==> src/rtl/fetch_prefetch_buffer.sv <==
// Instruction-fetch front end: word prefetch FIFO, 16/32-bit realignment and redirect handling.
// state | meaning: FETCH = normal prefetch into the FIFO; DRAIN = finish an orphaned bus read, discard it.
module fetch_prefetch_buffer #(
    parameter logic [31:0] RESET_PC      = 32'h8000_0000,
    parameter int unsigned DEPTH         = 4,
    parameter bit          COMPRESSED_EN = 1'b1
) (
    input  logic                         CLK,
    input  logic                         nRST,
    input  logic                         redirect_i,
    input  logic [31:0]                  redirect_pc_i,
    input  logic                         inst_ready_i,
    output logic                         inst_valid_o,
    output logic [31:0]                  inst_o,
    output logic [31:0]                  inst_pc_o,
    output logic [31:0]                  inst_npc_o,
    output logic                         inst_compressed_o,
    output logic                         fault_o,
    output logic [31:0]                  fault_addr_o,
    output logic [31:0]                  mem_addr_o,
    output logic                         mem_ren_o,
    input  logic [31:0]                  mem_rdata_i,
    input  logic                         mem_busy_i,
    output logic [$clog2(DEPTH+1)-1:0]   buffer_count_o
);

    localparam int AW = (DEPTH > 1) ? $clog2(DEPTH) : 1;
    localparam int CW = $clog2(DEPTH+1);

    typedef enum logic {FETCH, DRAIN} state_t;

    state_t          state_q, state_d;
    logic [31:0]     pc;
    logic [31:0]     faddr;
    logic [31:0]     faddr_next;
    logic            fault;
    logic [31:0]     fault_addr;
    logic [AW-1:0]   rd_ptr, wr_ptr, rd_ptr_nx;
    logic [CW-1:0]   count;
    logic [31:0]     fifo_mem [DEPTH];

    logic [31:0]     head_word, next_word;
    logic [15:0]     half;
    logic            compressed;
    logic            valid;
    logic            complete, in_flight;
    logic            accept, push, pop;
    logic            misaligned;
    logic [31:0]     target_aligned;

    assign rd_ptr_nx  = rd_ptr + AW'(1);
    assign head_word  = fifo_mem[rd_ptr];
    assign next_word  = fifo_mem[rd_ptr_nx];
    assign half       = pc[1] ? head_word[31:16] : head_word[15:0];
    assign compressed = COMPRESSED_EN && (half[1:0] != 2'b11);

    // A 32-bit instruction in the upper half spans into the following word.
    always_comb begin
        valid = 1'b0;
        if (!fault) begin
            if (compressed || !pc[1]) valid = (count >= CW'(1));
            else                      valid = (count >= CW'(2));
        end
    end

    always_comb begin
        inst_o = head_word;
        if (compressed)  inst_o = {16'h0000, half};
        else if (pc[1])  inst_o = {next_word[15:0], head_word[31:16]};
    end

    assign inst_valid_o      = valid;
    assign inst_pc_o         = pc;
    assign inst_npc_o        = pc + (compressed ? 32'd2 : 32'd4);
    assign inst_compressed_o = compressed;

    assign mem_ren_o = (state_q == DRAIN) ||
                       ((state_q == FETCH) && (count < CW'(DEPTH)) && !fault);
    assign mem_addr_o     = faddr;
    assign complete       = mem_ren_o && !mem_busy_i;
    assign in_flight      = mem_ren_o && mem_busy_i;
    assign accept         = valid && inst_ready_i && !redirect_i;
    assign push           = complete && (state_q == FETCH) && !redirect_i;
    assign pop            = accept && !(compressed && !pc[1]);
    assign misaligned     = redirect_pc_i[0] || (!COMPRESSED_EN && redirect_pc_i[1]);
    assign target_aligned = {redirect_pc_i[31:2], 2'b00};

    assign fault_o        = fault;
    assign fault_addr_o   = fault_addr;
    assign buffer_count_o = count;

    always_comb begin
        state_d = state_q;
        if (redirect_i)                          state_d = in_flight ? DRAIN : FETCH;
        else if (state_q == DRAIN && complete)   state_d = FETCH;
    end

    always_ff @(posedge CLK or negedge nRST) begin
        if (!nRST) state_q <= FETCH;
        else       state_q <= state_d;
    end

    always_ff @(posedge CLK or negedge nRST) begin
        if (!nRST) begin
            pc         <= RESET_PC;
            faddr      <= RESET_PC;
            faddr_next <= RESET_PC;
            fault      <= 1'b0;
            fault_addr <= 32'h0;
            rd_ptr     <= '0;
            wr_ptr     <= '0;
            count      <= '0;
        end else if (redirect_i) begin
            pc     <= redirect_pc_i;
            rd_ptr <= '0;
            wr_ptr <= '0;
            count  <= '0;
            fault  <= misaligned;
            if (misaligned) fault_addr <= redirect_pc_i;
            // An in-flight read cannot be aborted; park the target until it drains.
            if (in_flight) faddr_next <= target_aligned;
            else           faddr      <= target_aligned;
        end else begin
            if (state_q == DRAIN) begin
                if (complete) faddr <= faddr_next;
            end else if (complete) begin
                faddr  <= faddr + 32'd4;
                wr_ptr <= wr_ptr + AW'(1);
            end
            if (accept) pc <= inst_npc_o;
            if (pop)    rd_ptr <= rd_ptr_nx;
            case ({push, pop})
                2'b10:   count <= count + CW'(1);
                2'b01:   count <= count - CW'(1);
                default: count <= count;
            endcase
        end
    end

    always_ff @(posedge CLK) begin
        if (push) fifo_mem[wr_ptr] <= mem_rdata_i;
    end

endmodule

==> config.mk <==
export PLATFORM = sky130hd
export DESIGN_NAME = fetch_prefetch_buffer
export DESIGN_NICKNAME = d
export VERILOG_FILES = /design/src/rtl/fetch_prefetch_buffer.sv
export SDC_FILE = /design/constraint.sdc
export NUM_CORES = 1
export LEC_CHECK = 0
export BUFFER_PORTS_ARGS = -buffer_cell sky130_fd_sc_hd__buf_4
export CAP_MARGIN = 10
export CORE_MARGIN = 3
export CORE_UTILIZATION = 30
export DETAILED_ROUTE_END_ITERATION = 12
export GPL_TIMING_DRIVEN = 1
export PLACE_DENSITY_LB_ADDON = 0.15
export SETUP_SLACK_MARGIN = 0.15
export SYNTH_ARGS = -nofsm -noshare
export SYNTH_HDL_FRONTEND = slang
export SYNTH_SLANG_ARGS = --single-unit
==> constraint.sdc <==
create_clock -name CLK -period 3.91 [get_ports CLK]
set_input_delay 0 -clock CLK [delete_from_list [all_inputs] [get_ports CLK]]
set_output_delay 0 -clock CLK [all_outputs]
set_load 0.05 [all_outputs]
Yosys cells after proc, flatten, opt, wreduce, memory -nomap -nowiden --
Memories as Yosys holds them, arrays and structs flattened. Index checks and enable logic that the tools add are counted. W data, S select, Z words.
Storage, ports and cells: output and inout bits 167, bits in writable memories 128, bits in registers 135, memories kept 1, input port bits 69, logic and storage cells 77
Memories:
- fifo_mem | depth 4, width 32, rd ports 2, clocked after Yosys merged registers in 0, wr ports 1, line 40 | logic [31:0] fifo_mem [DEPTH];
Cells by class: reductions and logical operators 27, equality and inequality tests 5, add/subtract/negate cells 6, bitwise logic cells 1, muxes and demuxes 25, order comparisons 3
Operators with widths (count):
- $mux W32 | 9
- $add A32 B3 Y32 | 1
- $add A32 B3 Y32 const B | 1
- $mux W16 | 1
- $logic_and A1 B1 Y1 | 11
- $mux W2 | 5
- $reduce_and A2 Y1 | 4
- $reduce_bool A2 Y1 | 4
- $mux W1 | 7
- $mux W3 | 2
- $ne A2 B2 Y1 const B | 3
- $pmux W3 S2 | 1
- $logic_not A1 Y1 | 5
- $add A2 B1 Y2 const B | 2
- $add A3 B1 Y3 const B | 1
- $ge A3 B1 Y1 const B | 1
- $ge A3 B2 Y1 const B | 1
- $lt A3 B3 Y1 const B | 1
- $reduce_bool A3 Y1 | 1
- $sub A3 B1 Y3 const B | 1
- $eq A2 B1 Y1 const B | 1
- $eq A2 B2 Y1 const B | 1
- $logic_or A1 B1 Y1 | 2
- $not A1 Y1 | 1

Longest topological paths before layout --
An unclocked memory read counts as a cell.
depth in word-level cells 12, mapped depth 15, depth with buffers taken out 11

Least setup slack after synthesis --
OpenSTA, ideal clock, no wires.
kind register -> output, start point register pc[1] (netlist: inst_pc_o[1]), end point output port inst_npc_o[17], path buffers 4, slack 43 ps, required time 3910 ps, stages on the path, launching flop included 16, data arrival time 3867 ps, cells stage by stage dfrtp_1 buf_2 nand2_1 o22ai_1 nand2_1 o2bb2ai_1 clkbuf_1 xnor2_1 ha_1 nor3_1 nor2_1 nand3_1 clkbuf_1 clkbuf_1 nor2_1 xnor2_1
Between the ends: longest elaborated chain between the ends 4
Ends and longest elaborated chain:
- start, declared | line 33 | logic [31:0] pc;
- start signal, assigned | line 114 | pc <= redirect_pc_i;
- start signal, assigned | line 130 | if (accept) pc <= inst_npc_o;
- $mux W16 | line 54 | assign half = pc[1] ? head_word[31:16] : head_word[15:0];
- $ne A2 B2 Y1 | line 55 | assign compressed = COMPRESSED_EN && (half[1:0] != 2'b11);
- $mux W3 | line 74 | assign inst_npc_o = pc + (compressed ? 32'd2 : 32'd4);
- $add A32 B3 Y32 * | line 74
- end, declared | line 16 | output logic [31:0] inst_npc_o,
Every way passes the cells marked *; elsewhere a longest branch is shown, timed or not.

Worst setup path in the final report --
start point register rd_ptr[0], end point output port inst_npc_o[23]
Between the ends: longest elaborated chain between the ends 5
Ends and longest elaborated chain:
- start, declared | line 38 | logic [AW-1:0] rd_ptr, wr_ptr, rd_ptr_nx;
- start signal, assigned | line 131 | if (pop) rd_ptr <= rd_ptr_nx;
- $mem_v2 Z4 W32
- $mux W16 | line 54
- $ne A2 B2 Y1 | line 55
- $mux W3 | line 74
- $add A32 B3 Y32 | line 74
No other way between the ends.

==> results.toml <==
[timing]
max_slew.worst_pin.slew_ns = 1.055
fin_skew_ns = 0.01537
hold_viol_final = 0
final_min_period_over_clock_period = 0.8725
setup_viol = 0
worst_slack_ns = 0.4984
timing.final.max_slew_violations = 0
layout_min_cycle_time_ns = 3.412
fmax_mhz = 293.1
finalSetupTns_ns = 0
grt_setup_unrepaired = "false"
slew-limit-headroom = 0.2965

[floorplan]
chipWidth_um = 212.8
fp.dieArea_sq_um = 45260
design.portCount = 236
std_cell_rows = 75
initial_utilization = 0.3050
placeableCoreArea_sq_um = 42040
die_h_um = 212.8

[worst_setup_path]
rr_startpoint = "rd_ptr[0]"
regToRegEndpoint = "buffer_count_o[1]"
worst-endpoint-arrival_ns = 3.41
rrSetupSlack_ns = 0.75
endpoint = "inst_npc_o[23]"
worstSetupEndpointType = "output port"
critical_path_class = "flip-flop to output port"
path_max_fanout = 40
reg2regPathDepth = 7
timing.critical_path.from_type = "flip-flop"
critical_path.startpoint = "rd_ptr[0]"
required_ns = 3.91

[synth]
netlist_instances = 1070
synth_enable_flop_cells = 128
syn-mean-instance-area_sq_um = 11.98
seq_area_frac_synth = 0.5596
synth-seq-cells = 261
mappedNetlistArea_sq_um = 12820
synth_cell_types = 54
synth_ff_type = "dfrtp_1"
yosys_warnings = 0
asyncSetResetFlopFracSynth = 0.5096

[grt]
grt_pass1_wl_mm = 60.67
grt_antenna_before_repair = 2
maximum_number_of_pins_on_one_net_before_global_route_repair = 74
all_layer_gr_usage = 0.1753
total_global_routing_overflow = 0
vias_in_the_first_global_route = 9635

[run_status]
outcome = "completed"

[clock_tree]
cts.root.buffer_cell = "clkbuf_16"
tritoncts = "yes"
clkSinkCount = 261
cts_inserted_buffers = 31
clkLatencyLatePin_ns = 0.56
cts.htree.levels = 1
cts_buffer_depth = 3
worst_setup_hold_path_clk_slew_ns = 0.06

[placement]
io_buffers = 233
place.detailed.hpwl_mm = 27.56
final_weighted_congestion_of_routability_driven_global_placement = 0.7749
post-place-ws_ns = 0.5574

[cells_and_area]
multi_input_area_sq_um = 5410
layout.nets = 1441
filler_cell_count = 4068
seqCellArea_sq_um = 7178
syn_to_final_growth_pct = 32.58
layout-drive-gt1-share = 0.3235

[pwr]
power-per-cell-area_nw_per_um2 = 589.2
power_leakage_nw = 6.606
vdd.ir_drop.worst_mv = 0.3567

[run]
cap_violations = 0

[drt]
postRouteAntennaNets = 0
detailed_router_s_first_iteration_violation_count = 713
detailroute.via_count = 9716
post-route-drc-count = 0
vias_per_cell = 5.047
initial_drt_pass_iterations = 4
detail_route.wl_per_cell_um = 20.87
wl_mm = 40.18

[worst_hold_path]
hp-class = "input pin to asynchronous set/reset pin"
==> per-stage QoR <==
stage          instances  utilization  hold slack, ns  power, mW  area (sq um)
2_1_floorplan       1071            -         -0.2956      6.040         12930
3_3_place_gp        1802       0.3647         0.08323      7.226         15330
3_5_place_dp        1802       0.3647         0.09279      7.252         15330
4_1_cts             1924       0.4036         0.06510      10.15         16970
5_1_grt             1924       0.4043          0.1037      10.54         17000
6_report            1925       0.4044         0.05322      10.02         17000
==> synthesized netlist by cell type (all sizes together), types with 30 or more instances <==
cell    number  area (sq um)
dfrtp      130          3253
mux4        47          1059
nand3       35         175.2
mux2        62         698.2
nor2        74         277.8
o21ai       39         195.2
nand2      148         555.5
clkbuf      50         187.7
xnor2       40         350.3
edfxtp     128          3844
xor2        30         262.8
a21oi       41         209.0
==> cells in the final DEF (no fill, tap or decap), types with 4 or more instances in the layout <==
master         synthesis  final
nor3_1                13     13
and2_1                 4      4
mux2i_1               11     11
clkbuf_1              50     12
nand3_1               35     35
mux4_2                47     47
inv_1                 23     23
xor2_2                 0     10
dlygate4sd3_1          0     66
ha_1                  10     10
xnor2_2                0      4
o21ai_0               33     33
clkinv_1               1      4
o31ai_1               16     16
mux2_2                62     62
a31oi_1               22     22
and3_2                 0      4
or4_1                 13     13
o21ai_1                6      5
o22ai_1                5      4
edfxtp_1             128    128
dfrtp_1              130    128
clkbuf_16              0     31
a21oi_1               40     40
and3_1                19     15
buf_4                  3    257
o221ai_1               4      4
a221o_1                8      8
clkbuf_8               0      4
nand4_1               17     17
o211ai_1               4      4
a211oi_1              13     13
a2111oi_0              4      4
nor2_1                74     69
xnor2_1               40     36
nand2_1              148    147
nor2_2                 0      5
and4_1                 4      4
xor2_1                30     20
==> timing repair <==
item | in CTS | in global routing
pin swaps | 0 | 0
resized for setup | 1 | 9
hold buffers | 66 | 0
cloned | 0 | 0
setup endpoints to repair | 1 | 14
endpoints found under the hold margin | 328 | 0
buffers inserted | 0 | 0
==> worst max-delay path: stages, from the launching register on <==
cell and delay [ns]:
dfrtp_2 0.44, mux4_2 0.59, nand2_1 0.15, o2bb2ai_2 0.14, xnor2_1 0.14, ha_1 0.21
nor3_1 0.06, nor2_1 0.17, nand3_1 0.13, buf_6 0.23, nor2_1 0.21, xor2_2 0.15
buf_4 0.21
==> area by class of cell <==
cell class | instances | share of cell area
well taps | 539 | 0.03967
flip-flops and latches | 261 | 0.4222
clock buffers | 47 | 0.05152
multi-input cells | 715 | 0.3182
diodes | 1 | 0.0001472
clock inverters | 9 | 0.005520
inverters | 25 | 0.005520
repair buffers | 328 | 0.1572
==> cell families after synthesis <==
logic type,after synthesis,synth area share
AND/OR/NAND/NOR,340,0.1201
flip-flops,261,0.5596
AO/OA/AOI/OAI,173,0.08655
multiplexers,120,0.1456
buffers and inverters,95,0.03034
XOR/XNOR,70,0.04781
adder cells (fa/ha/maj),10,0.009757
other,1,0.0002924
==> how the worst min path moves through the flow <==
| stage | cells after the start | endpoint | startpoint | slack [ns] |
|---|---|---|---|---|
| after detailed placement | 1 | fault_addr_o[0] | nRST | 0.09 |
| after global routing | 2 | fault_addr_o[0] | nRST | 0.10 |
| after CTS | 2 | fault_addr_o[0] | nRST | 0.07 |
| after floorplan | 0 | buffer_count_o[0] | nRST | -0.30 |
| after global placement | 1 | fault_addr_o[0] | nRST | 0.08 |
| final | 2 | fault_addr_o[0] | nRST | 0.05 |
==> layer usage <==
layer | track usage | up-vias | share of wire
li1 | - | 4539 | -
met1 | 0.2504 | 4907 | 0.46
met2 | 0.2819 | 228 | 0.47
met3 | 0.02953 | 42 | 0.047
met4 | 0.03854 | 0 | 0.020
met5 | 0 | - | 0
==> power breakdown <==
part | switching (mW) | internal (mW) | total, mW
clock | 1.13 | 1.66 | 2.79
sequential | 0.386 | 3.23 | 3.62
combinational | 2.41 | 1.20 | 3.61
==> flip-flops by register name, indices dropped and copies added, names as in the netlist <==
name,count
fifo_mem,128
fault_addr_o,32
inst_pc_o,32
faddr_next,30
mem_addr_o,30
buffer_count_o,3
rd_ptr,2
wr_ptr,2
fault_o,1
state_q,1
No activity file was read; power rests on OpenSTA's default activity.
